$ cat config.mk
export PLATFORM = sky130hd
export DESIGN_NAME = control_p_flat
export DESIGN_NICKNAME = d
export VERILOG_FILES = /design/src/rtl/control_p_if.sv /design/src/rtl/control_p.sv /design/src/flat_wrapper.sv
export SDC_FILE = /design/constraint.sdc
export NUM_CORES = 1
export LEC_CHECK = 0
export BUFFER_PORTS_ARGS = -buffer_cell sky130_fd_sc_hd__buf_2
export CORE_MARGIN = 3
export CORE_UTILIZATION = 35
export CTS_CLUSTER_DIAMETER = 40
export CTS_CLUSTER_SIZE = 25
export DETAILED_ROUTE_END_ITERATION = 10
export PLACE_DENSITY = 0.57
export SYNTH_ARGS = -nofsm -noshare
export SYNTH_HDL_FRONTEND = slang
export SYNTH_SLANG_ARGS = --single-unit
$ cat constraint.sdc
create_clock -name clk -period 1.7 [get_ports clk]
set_input_delay 0 -clock clk [delete_from_list [all_inputs] [get_ports clk]]
set_output_delay 0 -clock clk [all_outputs]
set_load 0.05 [all_outputs]
$ cat src/rtl/control_p_if.sv
// Bundle between the accumulator datapath and its sequencing controller.
// The datapath side drives opcode/flags; the controller drives strobes and debug state.
interface control_p_if #(
    parameter int OPCODE_W = 3,
    parameter int CNT_W    = 16
);
    logic [OPCODE_W-1:0] opcode;
    logic                zero;
    logic                mem_rdy;
    logic                resume;
    logic                rd;
    logic                wr;
    logic                ld_ir;
    logic                ld_acc;
    logic                ld_pc;
    logic                inc_pc;
    logic                halt;
    logic                data_e;
    logic                sel;
    logic [3:0]          phase;
    logic [CNT_W-1:0]    instr_cnt;

    modport master (
        output opcode, zero, mem_rdy, resume,
        input  rd, wr, ld_ir, ld_acc, ld_pc, inc_pc, halt, data_e, sel, phase, instr_cnt
    );

    modport slave (
        input  opcode, zero, mem_rdy, resume,
        output rd, wr, ld_ir, ld_acc, ld_pc, inc_pc, halt, data_e, sel, phase, instr_cnt
    );
endinterface

$ cat src/rtl/control_p.sv
// Eight-phase instruction sequencer with halt/resume, optional memory wait stretching
// and a retired-instruction counter.
//
// state      | meaning
// INST_ADDR  | drive PC onto address bus
// INST_FETCH | read instruction (may stretch on mem_rdy)
// INST_LOAD  | latch instruction register
// IDLE       | settle, IR still loading
// OP_ADDR    | bump PC, detect HLT
// OP_FETCH   | read operand for ALU ops (may stretch)
// ALU_OP     | execute, SKZ skip, jump load
// STORE      | write back / accumulate (STO may stretch)
// HALTED     | parked until resume
module control_p #(
    parameter int OPCODE_W = 3,
    parameter int WAIT_EN  = 0,
    parameter int CNT_W    = 16
) (
    input logic        clk,
    input logic        rst,
    control_p_if.slave bus
);
    typedef enum logic [3:0] {
        INST_ADDR  = 4'd0,
        INST_FETCH = 4'd1,
        INST_LOAD  = 4'd2,
        IDLE       = 4'd3,
        OP_ADDR    = 4'd4,
        OP_FETCH   = 4'd5,
        ALU_OP     = 4'd6,
        STORE      = 4'd7,
        HALTED     = 4'd8
    } state_t;

    state_t              state, state_nxt;
    logic [CNT_W-1:0]    cnt;
    logic [OPCODE_W-1:0] opc;
    logic [3:0]          op;
    logic                is_hlt, is_skz, is_sto, is_jmp, is_jz, is_alu;
    logic                wait_on, retire;

    // Zero-extend so the 3-bit build never decodes the 4-bit-only opcodes.
    assign opc    = bus.opcode;
    assign op     = 4'(opc);
    assign is_hlt = (op == 4'd0);
    assign is_skz = (op == 4'd1);
    assign is_sto = (op == 4'd6);
    assign is_jmp = (op == 4'd7);
    assign is_jz  = (op == 4'd10);
    assign is_alu = op inside {4'd2, 4'd3, 4'd4, 4'd5, 4'd8, 4'd9};

    assign wait_on = (WAIT_EN != 0) && !bus.mem_rdy;

    always_ff @(posedge clk or posedge rst) begin
        if (rst) begin
            state <= INST_ADDR;
            cnt   <= '0;
        end else begin
            state <= state_nxt;
            if (retire) cnt <= cnt + CNT_W'(1);
        end
    end

    always_comb begin
        state_nxt  = state;
        retire     = 1'b0;
        bus.rd     = 1'b0;
        bus.wr     = 1'b0;
        bus.ld_ir  = 1'b0;
        bus.ld_acc = 1'b0;
        bus.ld_pc  = 1'b0;
        bus.inc_pc = 1'b0;
        bus.halt   = 1'b0;
        bus.data_e = 1'b0;
        bus.sel    = 1'b0;
        case (state)
            INST_ADDR: begin
                bus.sel   = 1'b1;
                state_nxt = INST_FETCH;
            end
            INST_FETCH: begin
                bus.sel = 1'b1;
                bus.rd  = 1'b1;
                if (!wait_on) state_nxt = INST_LOAD;
            end
            INST_LOAD: begin
                bus.sel   = 1'b1;
                bus.rd    = 1'b1;
                bus.ld_ir = 1'b1;
                state_nxt = IDLE;
            end
            IDLE: begin
                bus.sel   = 1'b1;
                bus.rd    = 1'b1;
                bus.ld_ir = 1'b1;
                state_nxt = OP_ADDR;
            end
            OP_ADDR: begin
                bus.inc_pc = 1'b1;
                bus.halt   = is_hlt;
                state_nxt  = is_hlt ? HALTED : OP_FETCH;
            end
            OP_FETCH: begin
                bus.rd = is_alu;
                if (!(wait_on && is_alu)) state_nxt = ALU_OP;
            end
            ALU_OP: begin
                bus.rd     = is_alu;
                bus.inc_pc = is_skz && bus.zero;
                bus.ld_pc  = is_jmp || (is_jz && bus.zero);
                bus.data_e = is_sto;
                state_nxt  = STORE;
            end
            STORE: begin
                bus.rd     = is_alu;
                bus.ld_pc  = is_jmp || (is_jz && bus.zero);
                bus.ld_acc = is_alu;
                bus.data_e = is_sto;
                bus.wr     = is_sto;
                if (!(wait_on && is_sto)) begin
                    state_nxt = INST_ADDR;
                    retire    = 1'b1;
                end
            end
            HALTED: begin
                bus.halt = 1'b1;
                if (bus.resume) state_nxt = INST_ADDR;
            end
            default: state_nxt = INST_ADDR;
        endcase
    end

    assign bus.phase     = state;
    assign bus.instr_cnt = cnt;
endmodule
$ cat src/flat_wrapper.sv
// flat-port wrapper written by rule: the top's interface ports become plain ports
module control_p_flat 
#(
    parameter int OPCODE_W = 3,
    parameter int WAIT_EN  = 0,
    parameter int CNT_W    = 16
)
  (clk, rst, bus_opcode, bus_zero, bus_mem_rdy, bus_resume, bus_rd, bus_wr, bus_ld_ir, bus_ld_acc, bus_ld_pc, bus_inc_pc, bus_halt, bus_data_e, bus_sel, bus_phase, bus_instr_cnt);
  control_p_if #(.OPCODE_W(OPCODE_W), .CNT_W(CNT_W)) bus_i ();
  input logic clk;
  input logic rst;
  input wire logic [$bits(bus_i.opcode)-1:0] bus_opcode;
  input wire logic [$bits(bus_i.zero)-1:0] bus_zero;
  input wire logic [$bits(bus_i.mem_rdy)-1:0] bus_mem_rdy;
  input wire logic [$bits(bus_i.resume)-1:0] bus_resume;
  output wire logic [$bits(bus_i.rd)-1:0] bus_rd;
  output wire logic [$bits(bus_i.wr)-1:0] bus_wr;
  output wire logic [$bits(bus_i.ld_ir)-1:0] bus_ld_ir;
  output wire logic [$bits(bus_i.ld_acc)-1:0] bus_ld_acc;
  output wire logic [$bits(bus_i.ld_pc)-1:0] bus_ld_pc;
  output wire logic [$bits(bus_i.inc_pc)-1:0] bus_inc_pc;
  output wire logic [$bits(bus_i.halt)-1:0] bus_halt;
  output wire logic [$bits(bus_i.data_e)-1:0] bus_data_e;
  output wire logic [$bits(bus_i.sel)-1:0] bus_sel;
  output wire logic [$bits(bus_i.phase)-1:0] bus_phase;
  output wire logic [$bits(bus_i.instr_cnt)-1:0] bus_instr_cnt;
  assign bus_i.opcode = bus_opcode;
  assign bus_i.zero = bus_zero;
  assign bus_i.mem_rdy = bus_mem_rdy;
  assign bus_i.resume = bus_resume;
  assign bus_rd = bus_i.rd;
  assign bus_wr = bus_i.wr;
  assign bus_ld_ir = bus_i.ld_ir;
  assign bus_ld_acc = bus_i.ld_acc;
  assign bus_ld_pc = bus_i.ld_pc;
  assign bus_inc_pc = bus_i.inc_pc;
  assign bus_halt = bus_i.halt;
  assign bus_data_e = bus_i.data_e;
  assign bus_sel = bus_i.sel;
  assign bus_phase = bus_i.phase;
  assign bus_instr_cnt = bus_i.instr_cnt;
  control_p #(.OPCODE_W(OPCODE_W), .WAIT_EN(WAIT_EN), .CNT_W(CNT_W)) u_core (.clk(clk), .rst(rst), .bus(bus_i));
endmodule
-- Word level (Yosys, flattened, before mapping)
Cells that the tools add are included.
- bits in registers: 20
- bits of input ports: 8
- output and inout bits: 29
- add/subtract/negate cells: 1
- equality and inequality tests: 16
- mux-type cells: 13
- reduce and logical (&&, ||, !) cells: 9
- operator list (kind ; count):
    $pmux W4 S8 ; 1
    $add A16 B1 Y16 const B ; 1
    $eq A4 B3 Y1 const B ; 4
    $eq A3 B3 Y1 const B ; 4
    $eq A4 B2 Y1 const B ; 2
    $logic_not A4 Y1 ; 2
    $mux W4 ; 2
    $mux W1 ; 7
    $eq A3 B2 Y1 const B ; 2
    $pmux W1 S2 ; 3
    $reduce_bool A6 Y1 ; 1
    $reduce_or A3 Y1 ; 2
    $eq A4 B1 Y1 const B ; 1
    $eq A4 B4 Y1 const B ; 1
    $reduce_or A2 Y1 ; 2
    $reduce_or A4 Y1 ; 1
    $eq A3 B1 Y1 const B ; 1
    $ne A2 B2 Y1 const B ; 1
    $logic_and A1 B1 Y1 ; 1

-- Logic depth before layout (Yosys ltp)
Gate-level depths: netlist of run 1.
- word-level depth: 3
- gate-level depth with buffers: 6
- gate-level depth less buffers: 5

-- Worst setup path before layout of run 1
No wires, ideal clock.
- kind: reg-to-output
- start: reg u_core.state[2], in the netlist u_core.bus.phase[2]
- end: out bus_inc_pc
- data arrival time: 3.272 ns
- required time: 1.700 ns
- setup slack: -1.572 ns
- stages on the path, launching flop included: 3
- buffers on the path: 0
- cell sequence: dfrtp_1 inv_1 a2111oi_0
- word-level cells in the longest chain between the ends: 2
- elaborated cells on any way between the ends: 3
- classes of those cells: eq/ne: 2; mux: 1
- ends and longest elaborated chain (item ; RTL line ; text):
    from (decl) ; control_p.sv:35 ; state_t state, state_nxt;
    from (signal assigned) ; control_p.sv:59 ; state <= state_nxt;
    $eq A4 B3 Y1 ; control_p.sv:76 ; case (state)
    $pmux W1 S2 (*) ; control_p.sv:76 ;
    to (decl) ; flat_wrapper.sv:21 ; output wire logic [$bits(bus_i.inc_pc)-1:0] bus_inc_pc;
Mark *: on every way between the ends. The rest lies on a longest branch, timed or not.

-- Final worst setup path of run 1
- start: reg u_core.state[3], in the netlist u_core.bus.phase[3]
- end: out bus_wr
- word-level cells in the longest chain between the ends: 2
- ends and longest elaborated chain (item ; RTL line ; text):
    $eq A4 B3 Y1 ; control_p.sv:76 ;
    $mux W1 ; control_p.sv:76 ;
    to (decl) ; flat_wrapper.sv:17 ; output wire logic [$bits(bus_i.wr)-1:0] bus_wr;
No other way between the ends.

==> flow_metrics.env, run 1 <==
export IMPL_crit_path_end_kind="output pin"
export IMPL_die_y_um=60.6
export IMPL_fin_area_sq_um=1360
export IMPL_synth_area_sq_um=1040
export IMPL_crit_start="u_core.bus.phase[3]"
export IMPL_port_buffer_count=35
export IMPL_critPathKind="reg2out"
export IMPL_dp_hpwl_mm=1.62
export IMPL_irDropWorstVdd_mv=0.891
export IMPL_hold_viol_final=0
export IMPL_drt_first_pass_iters=4
export IMPL_grt_use_total_pct=13.4
export IMPL_reg2reg_depth=4
export IMPL_synth_cell_types=27
export IMPL_setup_violations=0
export IMPL_fp_coreArea_sq_um=2810
export IMPL_syn_nets=109
export IMPL_relSlewSlack_pct=69.0
export IMPL_vias_per_cell=5.08
export IMPL_first_global_vias=877
export IMPL_cts_clk_slew_worst_paths_ps=110
export IMPL_required_ps=1700
export IMPL_place_gp_congestion=0.775
export IMPL_cp_num_buf_inv=2
export IMPL_final_common_cell="buf_2"
export IMPL_period_minus_slack_ps=1590
export IMPL_finalMaxSlewViolations=0
export IMPL_slowest_delay_ps=410
export IMPL_die_area_sq_um=3670
export IMPL_cp_max_fo=9
export IMPL_synth_area_per_cell_sq_um=10.4
export IMPL_start_kind="flop"
export IMPL_row_count=19
export IMPL_rsz0062_at_grt="false"
export IMPL_cts_sinks=20
export IMPL_h_tree_depth=1
export IMPL_initial_utilization_pct=37.2
export IMPL_final_cell_mix="buf_2, dfrtp_1, xnor2_1"
export IMPL_synth_seq_cells=20
export IMPL_hold_path_end="u_core.bus.phase[3]"
export IMPL_num_nets_final=152
export IMPL_die_w_um=60.6
export IMPL_clockBufferDepth=2
export IMPL_cts_tree="done"
export IMPL_crit_arrival_ps=1590
export IMPL_cts_buffers=3
export IMPL_p_leak_nw=0.716
export IMPL_ys_warn_count=0
export IMPL_antenna_found_initial=0
export IMPL_pre_cts_slack_ps=102
export IMPL_drive_above_1_share_pct=42.3
export IMPL_maxCapViolCount=0
export IMPL_min_from="bus_resume"
export IMPL_cp_slowest_cell="dfrtp_2"
export IMPL_placed_area_sq_um=1300
export IMPL_antenna_left=0
export IMPL_max_freq_mhz=628
export IMPL_hold_path_class="in2reg"
export IMPL_r2r_slack_ps=220
export IMPL_ios=37
export IMPL_r2r_end="u_core.bus.instr_cnt[14]"
export IMPL_layout_area_overhead_vs_synth_pct=30.6
export IMPL_min_path_cells=3
export IMPL_finalPower_mw=2.17
export IMPL_crit_chain="buf_4, nor2b_2, nand4_1, nor2_4, and2_4, buf_8"
export IMPL_root_buffer="clkbuf_4"
export IMPL_power_density_nw_per_um2=1590
export IMPL_wl_per_cell_um=12.6
export IMPL_tightestPinTransition_ps=464
export IMPL_yosysSeqAreaShare_pct=48.0
export IMPL_antenna_cells=0
export IMPL_worst_clock_skew_ps=5.99
export IMPL_routed_via_count=878
export IMPL_worst_slack_ps=109
export IMPL_r2r_start="u_core.bus.phase[3]"
export IMPL_syn_instance_count=100
export IMPL_grt_pass1_wl_mm=3.72
export IMPL_path_delay_family="simple AND/OR/NAND/NOR gates"
export IMPL_postRouteWirelength_mm=2.18
export IMPL_grt_max_degree=13
export IMPL_drcViolationCount=0
export IMPL_overflow=0
export IMPL_clk_latency_ps=300
export IMPL_status="finished, final reports clean"
export IMPL_layout_worst_path_cycle_share_pct=93.6
export IMPL_drtIter0Drc=32
## metal layers
metal	GRT usage, %	part of all wire (%)	vias to the layer above
li1	-	-	427
met5	0	0	-
met2	23.4	51	28
met4	6.50	0	0
met1	16.4	45	423
met3	1.28	4.5	0
## where the power goes
part | switching [mW] | internal, mW
clock network | 0.148 | 0.131
logic | 0.865 | 0.339
registers | 0.110 | 0.578
## final cells by class
class | count | area [sq um]
fill | 273 | 1440
multi-input combinational | 70 | 517
sequential | 20 | 505
timing repair buffer | 42 | 243
tap | 31 | 38.8
clock buffer | 4 | 36.3
inverter | 6 | 22.5
## logic make-up after synthesis
group | after synthesis | share of synthesized area (%)
multiplexers | 1 | 1.08
AND/OR/NAND/NOR | 45 | 26.1
buffers and inverters | 10 | 5.27
flip-flops | 20 | 48.0
AO/OA/AOI/OAI | 6 | 4.08
XOR/XNOR | 17 | 14.3
adder cells (fa/ha/maj) | 1 | 1.20
## worst max-delay path by stage
stage | endpoint | slack, ps | cells after the start
global route | bus_wr | 0.2 | 6
global placement | u_core.bus.instr_cnt[14] | 150 | 4
CTS | bus_ld_acc | 20 | 3
finish | bus_wr | 110 | 6
floorplan | bus_rd | -310 | 3
detailed placement | u_core.bus.instr_cnt[14] | 100 | 4
## flip-flops by register name, indices dropped and copies added, names as in the netlist
name                  count
u_core.bus.instr_cnt     16
u_core.bus.phase          4
## synth_stat cells (all sizes together)
master   count  area, sq um
dfrtp       20          500
nand2        7         26.3
a21boi       1         7.51
a211oi       1         7.51
and2         3         18.8
nor2        12         45.0
nor2b        2         12.5
and4         3         26.3
a2111oi      2         17.5
a21oi        1         5.00
xnor2       11         96.3
nand3        4         20.0
buf          3         27.5
and4b        1         10.0
nand4        6         58.8
and3         3         18.8
xor2         6         52.6
mux2         1         11.3
ha           1         12.5
nor3         3         15.0
nor4         1         21.3
clkbuf       1         5.00
inv          6         22.5
o21ai        1         5.00
## worst reg2reg max path: stages (launching register included)
cell and delay, ps:
dfrtp_2 410, and4b_2 420, nand4_2 210, nor3_1 240
xnor2_1 150
## per-stage QoR
stage          hold WS [ps]  utilization [%]  std cells  setup TNS (ps)
6_report               27.8             48.6        173               0
5_1_grt                33.9             48.6        173               0
4_1_cts                15.3             48.2        173               0
3_5_place_dp           37.8             46.3        168               0
3_3_place_gp           29.2             46.3        168               0
2_1_floorplan         -36.4                -        100            -434
## timing repair
action                                  in CTS  in global routing
pin swaps                                    1                  2
setup buffers                                0                  0
endpoints found under the hold margin       11                  0
endpoints found under the setup margin       1                  5
gates resized for setup                      2                  5
hold buffers                                 1                  0
No activity file was read; power rests on OpenSTA's default activity.
==> run 2: changes to the inputs <==
--- a/config.mk
+++ b/config.mk
@@ -7,11 +7,11 @@
 export LEC_CHECK = 0
 export BUFFER_PORTS_ARGS = -buffer_cell sky130_fd_sc_hd__buf_2
 export CORE_MARGIN = 3
-export CORE_UTILIZATION = 35
+export CORE_UTILIZATION = 38
 export CTS_CLUSTER_DIAMETER = 40
 export CTS_CLUSTER_SIZE = 25
 export DETAILED_ROUTE_END_ITERATION = 10
-export PLACE_DENSITY = 0.57
+export PLACE_DENSITY = 0.61
 export SYNTH_ARGS = -nofsm -noshare
 export SYNTH_HDL_FRONTEND = slang
 export SYNTH_SLANG_ARGS = --single-unit
==> run 2 against run 1 <==
Compared with the run above:
- critical path depth did not move
- wire length fell by 2.8%
- highest routed layer is now met4
- die area fell by 7.1%
- cell count rose by 1.7%
- clock power fell by 20%
- flip-flop and latch count did not move
- fmax fell by 0.20%
- combinational power rose by 4%
- sequential share of layout area fell by 0.40 points
- critical path type unchanged
==> flow_metrics.env, run 2 (synthesis results as in run 1) <==
export IMPL_cts_tree="done"
export IMPL_finalMaxSlewViolations=0
export IMPL_r2r_end="u_core.bus.instr_cnt[14]"
export IMPL_wl_met2_mm=1.05
export IMPL_r2r_slack_ps=240
export IMPL_antenna_left=0
export IMPL_final_common_cell="buf_2"
export IMPL_tightestPinTransition_ps=381
export IMPL_tns_ps=0
export IMPL_root_buffer="clkbuf_4"
export IMPL_clockBufferDepth=2
export IMPL_antenna_found_initial=0
export IMPL_rsz0062_at_grt="false"
export IMPL_grt_max_degree=12
export IMPL_antenna_cells=0
export IMPL_die_area_sq_um=3410
export IMPL_setup_violations=0
export IMPL_pre_cts_slack_ps=240
export IMPL_hold_viol_final=0
export IMPL_power_density_nw_per_um2=1580
export IMPL_grt_use_total_pct=14.1
export IMPL_initial_utilization_pct=41.0
export IMPL_relSlewSlack_pct=73.9
export IMPL_max_freq_mhz=627
export IMPL_fin_area_sq_um=1380
export IMPL_hold_ws_ps=23.6
export IMPL_routed_via_count=873
export IMPL_finalPower_mw=2.18
export IMPL_postRouteWirelength_mm=2.12
export IMPL_layout_worst_path_cycle_share_pct=93.8
export IMPL_overflow=0
export IMPL_irDropWorstVdd_mv=0.927
export IMPL_start_kind="flop"
export IMPL_crit_start="u_core.bus.phase[3]"
export IMPL_drt_first_pass_iters=4
export IMPL_layout_area_overhead_vs_synth_pct=32.0
export IMPL_row_count=18
export IMPL_ios=37
export IMPL_h_tree_depth=1
export IMPL_cp_slowest_cell="dfrtp_2"
export IMPL_p_leak_nw=0.728
export IMPL_period_minus_slack_ps=1590
export IMPL_status="finished, final reports clean"
export IMPL_maxCapViolCount=0
export IMPL_clk_latency_ps=290
export IMPL_slowest_delay_ps=420
export IMPL_drive_above_1_share_pct=43.2
export IMPL_topRoutingLayerUsed="met4"
export IMPL_path_delay_family="simple AND/OR/NAND/NOR gates"
export IMPL_place_gp_congestion=0.734
export IMPL_wl_per_cell_um=12.0
export IMPL_die_w_um=58.4
export IMPL_dp_hpwl_mm=1.60
export IMPL_drtIter0Drc=29
export IMPL_cp_num_buf_inv=2
export IMPL_grt_pass1_wl_mm=3.76
export IMPL_cts_clk_slew_worst_paths_ps=110
export IMPL_crit_cells=6
export IMPL_placed_area_sq_um=1280
export IMPL_cts_buffers=3
export IMPL_cts_sinks=20
export IMPL_wl_met1_um=919
export IMPL_worst_clock_skew_ps=8.88
export IMPL_num_nets_final=156
export IMPL_die_y_um=58.4
export IMPL_fp_coreArea_sq_um=2540
export IMPL_required_ps=1700
export IMPL_first_global_vias=848
export IMPL_cp_max_fo=9
export IMPL_port_buffer_count=35
export IMPL_crit_chain="buf_4, nor2b_2, nand4_1, nor2_4, and2_4, buf_6"
export IMPL_crit_arrival_ps=1590
export IMPL_vias_per_cell=4.96
export IMPL_critPathKind="reg2out"
export IMPL_wl_met3_um=118
export IMPL_crit_path_end_kind="output pin"
export IMPL_r2r_start="u_core.bus.instr_cnt[0]"
export IMPL_largest_reg_flops=16
export IMPL_drcViolationCount=0
export IMPL_hold_path_class="in2reg"
export IMPL_reg2reg_depth=5
export IMPL_worst_slack_ps=105
export IMPL_cp_endpoint="bus_wr"
export IMPL_final_cell_mix="buf_2, dfrtp_1, xnor2_1"
[run 2: worst min path at each step]
stage,from,to,depth (start not counted)
after CTS,bus_resume,u_core.bus.phase[3],3
final,bus_resume,u_core.bus.phase[3],3
after global placement,rst,u_core.bus.instr_cnt[8],2
after detailed placement,rst,u_core.bus.instr_cnt[9],2
after floorplan,rst,u_core.bus.instr_cnt[0],1
after global routing,bus_resume,u_core.bus.phase[3],3
[run 2: timing repair]
action / CTS / global route
hold buffers: 1 / 0
setup endpoints to repair: 2 / 3
pin swaps: 1 / 2
hold endpoints to repair: 10 / 0
resized for setup: 2 / 3
cloned: 0 / 0
setup buffers: 0 / 6
[run 2: final cells by class]
type                    count  area [sq um]
clock buffers               4          26.3
multi-input cells          70           517
repair buffers             46           269
fillers                   227          1170
inverters                   6          22.5
flip-flops and latches     20           505
well taps                  30          37.5
[run 2: where the power goes]
part / leakage [nW] / internal, mW / switching (mW)
sequential: 0.260 / 0.579 / 0.131
clock: 0.0150 / 0.0910 / 0.131
combinational: 0.453 / 0.395 / 0.853
[run 2: routing by layer]
| layer | up-vias | track usage [%] |
|---|---|---|
| met5 | - | 0 |
| met1 | 415 | 18.3 |
| met2 | 26 | 23.9 |
| li1 | 430 | - |
| met3 | 2 | 1.32 |
| met4 | 0 | 5.96 |
[run 2: through the flow]
step | util [%] | std cells
after floorplan | - | 100
after global placement | 50.4 | 165
after detailed placement | 50.4 | 165
after CTS | 52.0 | 170
after global routing | 54.1 | 176
final | 54.1 | 176
[run 2: tightest hold or removal path, cell delays in order]
cell and delay, ps:
buf_2 70, o21ai_0 70, and2_1 150
